`config.mk`:
```
export PLATFORM = sky130hd
export DESIGN_NAME = bcd_display_scan_ctrl
export DESIGN_NICKNAME = d
export VERILOG_FILES = /design/src/rtl/bcd_display_scan_ctrl.sv
export SDC_FILE = /design/constraint.sdc
export NUM_CORES = 1
export LEC_CHECK = 0
export ABC_AREA = 0
export BUFFER_PORTS_ARGS = -buffer_cell sky130_fd_sc_hd__buf_2
export CAP_MARGIN = 20
export CORE_ASPECT_RATIO = 0.5
export CORE_UTILIZATION = 57
export CTS_CLUSTER_SIZE = 20
export DETAILED_ROUTE_END_ITERATION = 8
export HOLD_SLACK_MARGIN = 0.08
export PLACE_DENSITY = 0.86
export SETUP_SLACK_MARGIN = 0.02
export SKIP_LAST_GASP = 1
export SYNTH_ARGS = -nofsm -noshare
export SYNTH_HDL_FRONTEND = slang
export SYNTH_SLANG_ARGS = --single-unit
export TNS_END_PERCENT = 30
```
`constraint.sdc`:
```
create_clock -name clk -period 7.9 [get_ports clk]
set_input_delay 0.79 -clock clk [delete_from_list [all_inputs] [get_ports clk]]
set_output_delay 0.79 -clock clk [all_outputs]
set_load 0.01 [all_outputs]
```
`src/rtl/bcd_display_scan_ctrl.sv`:
```
// -----------------------------------------------------------------------------
// bcd_display_scan_ctrl
//
// Time-multiplexed scan controller for an eight-digit 7-segment display.
// The packed BCD word is snapshotted once per scan frame (slot 0, phase 0) so
// a time update in the middle of a frame never tears the display. Each digit
// slot lasts PRESCALE clocks; the first GUARD clocks of a slot keep every
// anode off to avoid ghosting. Digits can blink (BLINK_FRAMES frames on,
// BLINK_FRAMES frames off) and leading zeros can be suppressed.
//
// Ports:
//   clk          system clock
//   rst_n        asynchronous active-low reset
//   en           scan enable; 0 = display dark, scan held at slot 0
//   bcd[31:0]    packed BCD, digit k = bcd[4k+3:4k]
//   blink_mask   bit k = 1 makes digit k blink
//   lz_en        leading-zero suppression enable
//   anode_n[7:0] active-low digit select, at most one bit low (registered)
//   seg[6:0]     active-high segments {g,f,e,d,c,b,a} (registered)
//   frame_start  one-cycle pulse aligned with the first output cycle of slot 0
// -----------------------------------------------------------------------------
module bcd_display_scan_ctrl #(
   parameter int PRESCALE     = 1000,
   parameter int GUARD        = 50,
   parameter int BLINK_FRAMES = 64
) (
   input  logic        clk,
   input  logic        rst_n,
   input  logic        en,
   input  logic [31:0] bcd,
   input  logic [7:0]  blink_mask,
   input  logic        lz_en,
   output logic [7:0]  anode_n,
   output logic [6:0]  seg,
   output logic        frame_start
);

   localparam int PW = (PRESCALE > 1) ? $clog2(PRESCALE) : 1;
   localparam int FW = (BLINK_FRAMES > 1) ? $clog2(BLINK_FRAMES) : 1;

   localparam logic [PW-1:0] PHASE_LAST = PW'(PRESCALE - 1);
   localparam logic [PW-1:0] GUARD_END  = PW'(GUARD);
   localparam logic [FW-1:0] FRAME_LAST = FW'(BLINK_FRAMES - 1);

   typedef enum logic {
      ST_GUARD = 1'b0,
      ST_SHOW  = 1'b1
   } slot_state_t;

   // Digit value to segment pattern; anything outside 0..9 shows a dash.
   function automatic logic [6:0] seg_decode(input logic [3:0] digit);
      logic [6:0] pattern;
      case (digit)
         4'h0:    pattern = 7'h3F;
         4'h1:    pattern = 7'h06;
         4'h2:    pattern = 7'h5B;
         4'h3:    pattern = 7'h4F;
         4'h4:    pattern = 7'h66;
         4'h5:    pattern = 7'h6D;
         4'h6:    pattern = 7'h7D;
         4'h7:    pattern = 7'h07;
         4'h8:    pattern = 7'h7F;
         4'h9:    pattern = 7'h6F;
         default: pattern = 7'h40;
      endcase
      return pattern;
   endfunction

   // Counter and snapshot state
   logic [PW-1:0] phase_r;
   logic [2:0]    slot_r;
   logic [FW-1:0] frame_cnt_r;
   logic          blink_phase_r;
   logic [31:0]   snap_bcd_r;
   logic [7:0]    snap_mask_r;
   logic          snap_lz_r;

   // Output registers
   logic [7:0]    anode_n_r;
   logic [6:0]    seg_r;
   logic          frame_start_r;

   // Next-state values
   logic [PW-1:0] phase_nxt_s;
   logic [2:0]    slot_nxt_s;
   logic [FW-1:0] frame_cnt_nxt_s;
   logic          blink_phase_nxt_s;
   logic [7:0]    anode_n_nxt_s;
   logic [6:0]    seg_nxt_s;

   // Snapshot view used for this cycle's decode
   logic          take_snap_s;
   logic [31:0]   snap_bcd_s;
   logic [7:0]    snap_mask_s;
   logic          snap_lz_s;

   logic [7:0]    lz_blank_s;
   logic [3:0]    digit_s;
   logic          blank_s;
   slot_state_t   state_s;

   // Snapshot strobe; the registered snapshot is bypassed on the strobe cycle
   // so that a zero-length guard still shows the fresh frame data.
   always_comb begin
      take_snap_s = en && (slot_r == 3'd0) && (phase_r == {PW{1'b0}});
      if (take_snap_s) begin
         snap_bcd_s  = bcd;
         snap_mask_s = blink_mask;
         snap_lz_s   = lz_en;
      end else begin
         snap_bcd_s  = snap_bcd_r;
         snap_mask_s = snap_mask_r;
         snap_lz_s   = snap_lz_r;
      end
   end

   // Phase/slot/frame counters; frame counter and blink phase hold while disabled.
   always_comb begin
      phase_nxt_s       = phase_r;
      slot_nxt_s        = slot_r;
      frame_cnt_nxt_s   = frame_cnt_r;
      blink_phase_nxt_s = blink_phase_r;
      if (!en) begin
         phase_nxt_s = {PW{1'b0}};
         slot_nxt_s  = 3'd0;
      end else if (phase_r == PHASE_LAST) begin
         phase_nxt_s = {PW{1'b0}};
         slot_nxt_s  = slot_r + 3'd1;
         if (slot_r == 3'd7) begin
            // The toggle lands on the wrap edge, so the frame about to start
            // is already displayed with the new blink phase.
            if (frame_cnt_r == FRAME_LAST) begin
               frame_cnt_nxt_s   = {FW{1'b0}};
               blink_phase_nxt_s = ~blink_phase_r;
            end else begin
               frame_cnt_nxt_s   = frame_cnt_r + FW'(1);
               blink_phase_nxt_s = blink_phase_r;
            end
         end else begin
            frame_cnt_nxt_s   = frame_cnt_r;
            blink_phase_nxt_s = blink_phase_r;
         end
      end else begin
         phase_nxt_s = phase_r + PW'(1);
         slot_nxt_s  = slot_r;
      end
   end

   // Leading-zero map: digit k is blanked when it and every digit above it are zero.
   always_comb begin : lz_map
      logic run_v;
      run_v      = snap_lz_s;
      lz_blank_s = 8'h00;
      for (int k = 7; k >= 1; k--) begin
         run_v         = run_v & (snap_bcd_s[4*k +: 4] == 4'h0);
         lz_blank_s[k] = run_v;
      end
      lz_blank_s[0] = 1'b0;
   end

   // Per-slot state, current digit and its blanking decision.
   always_comb begin
      if (phase_r < GUARD_END) begin
         state_s = ST_GUARD;
      end else begin
         state_s = ST_SHOW;
      end
      digit_s = snap_bcd_s[{slot_r, 2'b00} +: 4];
      blank_s = (blink_phase_r & snap_mask_s[slot_r]) | lz_blank_s[slot_r];
   end

   // Output next-state: dark when disabled, in guard, or when the digit is blanked.
   always_comb begin
      anode_n_nxt_s = 8'hFF;
      seg_nxt_s     = 7'h00;
      if (!en) begin
         anode_n_nxt_s = 8'hFF;
         seg_nxt_s     = 7'h00;
      end else begin
         case (state_s)
            ST_GUARD: begin
               anode_n_nxt_s = 8'hFF;
               seg_nxt_s     = 7'h00;
            end
            ST_SHOW: begin
               if (blank_s) begin
                  anode_n_nxt_s = 8'hFF;
                  seg_nxt_s     = 7'h00;
               end else begin
                  anode_n_nxt_s = ~(8'h01 << slot_r);
                  seg_nxt_s     = seg_decode(digit_s);
               end
            end
            default: begin
               anode_n_nxt_s = 8'hFF;
               seg_nxt_s     = 7'h00;
            end
         endcase
      end
   end

   // State and output registers with asynchronous reset to a dark display.
   always_ff @(posedge clk or negedge rst_n) begin
      if (!rst_n) begin
         phase_r       <= {PW{1'b0}};
         slot_r        <= 3'd0;
         frame_cnt_r   <= {FW{1'b0}};
         blink_phase_r <= 1'b0;
         snap_bcd_r    <= 32'h0000_0000;
         snap_mask_r   <= 8'h00;
         snap_lz_r     <= 1'b0;
         anode_n_r     <= 8'hFF;
         seg_r         <= 7'h00;
         frame_start_r <= 1'b0;
      end else begin
         phase_r       <= phase_nxt_s;
         slot_r        <= slot_nxt_s;
         frame_cnt_r   <= frame_cnt_nxt_s;
         blink_phase_r <= blink_phase_nxt_s;
         snap_bcd_r    <= snap_bcd_s;
         snap_mask_r   <= snap_mask_s;
         snap_lz_r     <= snap_lz_s;
         anode_n_r     <= anode_n_nxt_s;
         seg_r         <= seg_nxt_s;
         frame_start_r <= take_snap_s;
      end
   end

   assign anode_n     = anode_n_r;
   assign seg         = seg_r;
   assign frame_start = frame_start_r;

endmodule

```
# Yosys cells after proc, flatten, opt, wreduce, memory -nomap -nowiden
# Memory sizes are Yosys's and may differ from the RTL's.
# Cells that the tools add are included.
[word_totals] word_cells=65 n_memories=1 regBits=77 in_bits=44 out_inout_bits=16 rom_bits=112
[mem_list] name="(no name shown)" words=16 width=7 read_ports=1 rd_ports_with_merged_regs=0 wr=0 line="53" text="case (digit)"
[op_classes] bitwise_logic=11 reduce_logical=13 n_mux=19 eq_ne=4 n_shift=2 n_addsub=3 magnitude_cmp=2
[op_table] operator="$mux W32" n=1
[op_table] operator="$shiftx A32 B6 Y4" n=1
[op_table] operator="$logic_not A4 Y1" n=7
[op_table] operator="$mux W8" n=3
[op_table] operator="$mux W10" n=2
[op_table] operator="$pmux W8 S2" n=1
[op_table] operator="$mux W7" n=2
[op_table] operator="$pmux W7 S2" n=1
[op_table] operator="$add A10 B1 Y10 const B" n=1
[op_table] operator="$eq A10 B10 Y1 const B" n=1
[op_table] operator="$logic_not A10 Y1" n=1
[op_table] operator="$lt A10 B6 Y1 const B" n=1
[op_table] operator="$and A1 B1 Y1" n=8
[op_table] operator="$not A8 Y8" n=1
[op_table] operator="$shl A1 B3 Y8 const A" n=1
[op_table] operator="$add A6 B1 Y6 const B" n=1
[op_table] operator="$bmux W1 S3" n=2
[op_table] operator="$eq A6 B6 Y1 const B" n=1
[op_table] operator="$mux W3" n=2
[op_table] operator="$mux W6" n=1
[op_table] operator="$lt A3 B4 Y1 const B" n=1
[op_table] operator="$mux W1" n=4
[op_table] operator="$reduce_and A4 Y1" n=1
[op_table] operator="$add A3 B1 Y3 const B" n=1
[op_table] operator="7 further kinds" n=8

# Longest topological paths before layout
[depth] word_depth=18 depth_mapped=20 ltp_nobuf=15

# Least setup slack after synthesis
# No wires, ideal clock.
[synth_path] path_type="register to register" from="reg slot_r[0]" to="reg seg_r[5], in the netlist seg[5]" path_slack_ns=4.247 synth_period_minus_slack_ns=3.653 required_time_ns=7.822 arrival_ns=3.576 setup_ns=0.078 path_stages_with_launch=17 n_path_buf=4 cell_sequence="dfrtp_1 clkbuf_1 inv_1 clkbuf_1 ha_1 and4bb_2 nand3_4 buf_6 buf_2 mux2_2 or2_2 o211ai_1 o311ai_0 and2_1 ha_1 or3_1 a21boi_1"
[synth_via] elab_cells_between_ends=31 classes_between="shift (1); mux (10); bitwise (9); reduce/logical (10); memory (1)"
[synth_lines] element="start, declared" line="71" text="logic [2:0] slot_r;"
[synth_lines] element="start signal, assigned" line="217" text="slot_r <= slot_nxt_s;"
[synth_lines] element="$logic_not A3 Y1 *" line="105" text="take_snap_s = en && (slot_r == 3'd0) && (phase_r == {PW{1'b0}});"
[synth_lines] element="$logic_and A1 B1 Y1 * (2 in a row)" line="105"
[synth_lines] element="$mux W32 *" line="106" text="if (take_snap_s) begin"
[synth_lines] element="net snap_bcd_s[16]" line="93" text="logic [31:0] snap_bcd_s;"
[synth_lines] element="$logic_not A4 Y1" line="155" text="run_v = run_v & (snap_bcd_s[4*k +: 4] == 4'h0);"
[synth_lines] element="$and A1 B1 Y1 (4 in a row)" line="155"
[synth_lines] element="$bmux W1 S3" line="169" text="blank_s = (blink_phase_r & snap_mask_s[slot_r]) | lz_blank_s[slot_r];"
[synth_lines] element="$mux W1 (not written as such)" line="169"
[synth_lines] element="$or A1 B1 Y1" line="169"
[synth_lines] element="$mux W7 *" line="186" text="if (blank_s) begin"
[synth_lines] element="$pmux W7 S2 *" line="180" text="case (state_s)"
[synth_lines] element="$mux W7 *" line="176" text="if (!en) begin"
[synth_lines] element="net seg_nxt_s[5]" line="89" text="logic [6:0] seg_nxt_s;"
[synth_lines] element="end signal, assigned" line="224" text="seg_r <= seg_nxt_s;"
[synth_lines] element="end, declared" line="80" text="logic [6:0] seg_r;"
# The timed path passes the listed nets; every way through them passes the cells marked *. The select of a mux whose other input is x is not followed.
# A chain may end at the register's enable or synchronous reset.

# Worst setup path in the final report
[layout_path] from="reg slot_r[0]" to="reg seg_r[3], in the netlist seg[3]"
[layout_via] elab_chain_len=18 elab_cells_between_ends=31 classes_between="shift (1); mux (10); bitwise (9); reduce/logical (10); memory (1)"
[layout_lines] element="$logic_not A3 Y1 *" line="105"
[layout_lines] element="$logic_and A1 B1 Y1 * (2 in a row)" line="105"
[layout_lines] element="$mux W32 *" line="106"
[layout_lines] element="net snap_bcd_s[28]" line="93"
[layout_lines] element="$logic_not A4 Y1" line="155"
[layout_lines] element="$and A1 B1 Y1 (7 in a row)" line="155"
[layout_lines] element="$bmux W1 S3" line="169"
[layout_lines] element="$mux W1 (not written as such)" line="169"
[layout_lines] element="$or A1 B1 Y1" line="169"
[layout_lines] element="$mux W7 *" line="186"
[layout_lines] element="$pmux W7 S2 *" line="180"
[layout_lines] element="$mux W7 *" line="176"
[layout_lines] element="net seg_nxt_s[3]" line="89"
# Marked as above.

==> metrics.cfg <==
[grt]
grt.overflow.total=0
grt_pass1_wl_mm=16.4
grt_max_degree=78
grt_pass1_vias=3332
antenna_found_initial=0
grt_usage_pct=28.3

[timing]
slew_headroom_pct=35.9
worst_slew_pin_slew_ns=0.959
finalSetupViolCount=0
min_period_over_period_pct=66.7
hold_slack_ns=0.469
min_period_ns=5.27
slew_viol_final=0
skew_ns=0.00481
setup_tns_ns=0
rsz0062_at_grt=no
hold_violations=0
fmax_mhz=190

[synthesis]
ys_types=60
avgSynthCellArea_sq_um=9.53
synth_cells=441
synth_top_area_share_pct=41.1
yosysMostFrequentCell=nand2_1
syn-cell-area_sq_um=4200
synth_nets=499
synth_compound_area_share_pct=9.14
synth-xor-area-share_pct=2.50
yosysWarnings=0
yosysTopAreaCell=dfrtp_1
synth_edf_count=0
synth_mux_area_share_pct=8.78
yosys-top-cells-count=nand2_1 (137), dfrtp_1 (69), nor2_1 (32)
yosys.area_share.simple_pct=25.9
synthTopCellsByArea=dfrtp_1 (41%), nand2_1 (12%), dfstp_2 (5.0%), mux4_2 (4.8%), ha_1 (4.2%)
synthArstFlopShare_pct=100
synth-main-ff-cell=dfrtp_1
ys_ff_latch=77
synth_top_family_by_area=simple AND/OR/NAND/NOR gates
synth-seq-area-share_pct=46.1
synthAdderAreaFrac_pct=4.17

[finish]
drive_gt1_share_pct=22.2
fin_nets=549
post-route-cell-area_sq_um=4840
syn_to_final_growth_pct=15.1
instances_no_fill=588
diodes=0

[pwr]
ir_drop_uv=157
leakagePower_nw=2.32
p_per_area_nw_per_um2=226

[route]
avgViaCountPerCell=5.91
postRouteAntennaNets=0
drtIter0Drc=384
drc=0
num_vias=3475
finalWirelength_mm=9.66
wl_per_cell_um=16.4
dr.pass1.iters=5

[setup_path]
worstSetupPathType=reg2reg
worstPathRequired_ns=8.13
worstPathArrival_ns=5.50
cp_max_fo=58
end_kind=flop
r2r_setup_slack_ns=2.63
cp-start-kind=flop

[clock_network]
cts_resized=0
post_cts_buffers=0
cts_tree=done
numCtsBuffers=9
holdBufCountCts=0
ctsRootBufferMaster=clkbuf_16
insertion_delay_ns=0.34
clk_pin_slew_ns=0.06
cts_sinks=77
h-tree-depth=3
cts_buffer_depth=2

[floorplanning]
core.rowCount=21
ios=60
die_area_sq_um=7740
die_h_um=62.7
start_util_pct=60.8
fp.coreArea_sq_um=6910
die_w_um=123

[placed_design]
place_area_sq_um=4530
place_inst=572
io_buffer_count=59
hpwl_mm=6.68
gp_congestion=0.910

[min_path]
min_path_type=reg2reg

[run_status]
status=finished clean

[flow_run]
cap_violations=0

==> flip-flops by register name, indices dropped and copies added (netlist names) <==
register       cells
slot_r             3
blink_phase_r      1
snap_bcd_r        32
phase_r           10
seg                7
snap_lz_r          1
frame_start        1
snap_mask_r        8
frame_cnt_r        6
anode_n            8
==> logic make-up after synthesis <==
logic type / count (synthesis)
xor gates and xnor gates: 12
adders and majority gates: 14
AOI/OAI and AO/OA: 52
buffers and inverters: 32
muxes: 20
DFF: 77
and+or+nand+nor: 234
==> worst paths after layout <==
kind,from,end,cells past startpoint
min in group asynchronous,rst_n,frame_cnt_r[3]$_DFFE_PN0P_,1
max in group asynchronous,rst_n,phase_r[0]$_DFF_PN0_,1
worst min register to register,snap_mask_r[5]$_DFF_PN0_,snap_mask_r[5]$_DFF_PN0_,2
worst max-delay path,slot_r[0]$_DFFE_PN0P_,seg[3]$_DFF_PN0_,14
worst max register to register,slot_r[0]$_DFFE_PN0P_,seg[3]$_DFF_PN0_,14
worst min-delay path,snap_mask_r[5]$_DFF_PN0_,snap_mask_r[5]$_DFF_PN0_,2
==> final cells by class <==
cell class	instances	area, sq um
Multi-Input combinational cell	332	2120
Clock buffer	12	267
Clock inverter	4	45.0
Inverter	10	37.5
Sequential cell	77	1940
Timing Repair Buffer	61	313
Fill cell	501	2070
Tap cell	92	115
==> critical path, stage by stage (launching register included) <==
cell and delay [ns]:
dfrtp_1 0.70, inv_1 0.53, ha_1 0.30, and4bb_2 0.34, nand3_4 0.54, inv_1 0.70, buf_4 0.37, nand2_1 0.08
nand2_1 0.09, nor2_1 0.04, o311ai_0 0.53, nand2_1 0.21, ha_1 0.35, nor3b_1 0.14, o21a_1 0.19
==> per-layer routing <==
layer  up-vias  part of all wire, %  global-route usage [%]
met5         -                    0                       0
met4         0                  1.5                    11.4
met3        17                  9.0                    8.12
met2       180                   43                    39.0
met1      1660                   47                    41.7
li1       1618                    -                       -
==> per-stage QoR <==
step | util (%) | power (mW) | setup WS [ns]
2_1_floorplan | - | 0.607 | 4.25
3_3_place_gp | 65.5 | 0.660 | 2.93
3_5_place_dp | 65.5 | 0.667 | 2.72
4_1_cts | 70.0 | 1.09 | 2.71
5_1_grt | 70.0 | 1.14 | 2.29
6_report | 70.0 | 1.09 | 2.63
==> placed cells by master (no fill, tap or decap), types with 3 or more instances in the layout <==
cell type	Yosys	final
nand4_1	4	4
o21ai_0	10	10
nor2b_1	5	5
clkbuf_8	0	3
dfstp_2	8	8
nand2b_1	8	8
mux2_2	6	6
xnor2_1	8	8
nand2_1	137	137
nor2_1	32	32
mux4_2	9	9
and2_1	4	4
mux4_1	3	3
a22oi_1	3	3
dfrtp_1	69	69
nand3_1	13	13
a2111oi_0	4	4
buf_2	4	58
inv_1	9	9
ha_1	14	14
and3_1	3	3
clkinv_2	0	3
nor4_1	12	12
a21oi_1	5	5
a32oi_1	4	4
o21a_1	4	4
xor2_1	4	4
clkbuf_16	0	9
buf_4	1	3
==> power by group <==
part           internal [mW]  total, mW  switching, mW
clock network          0.269      0.426          0.158
logic                 0.0793      0.187          0.108
registers              0.443      0.479         0.0360
total                  0.791       1.09          0.302
Note: power is estimated with default switching activity, not from simulation.
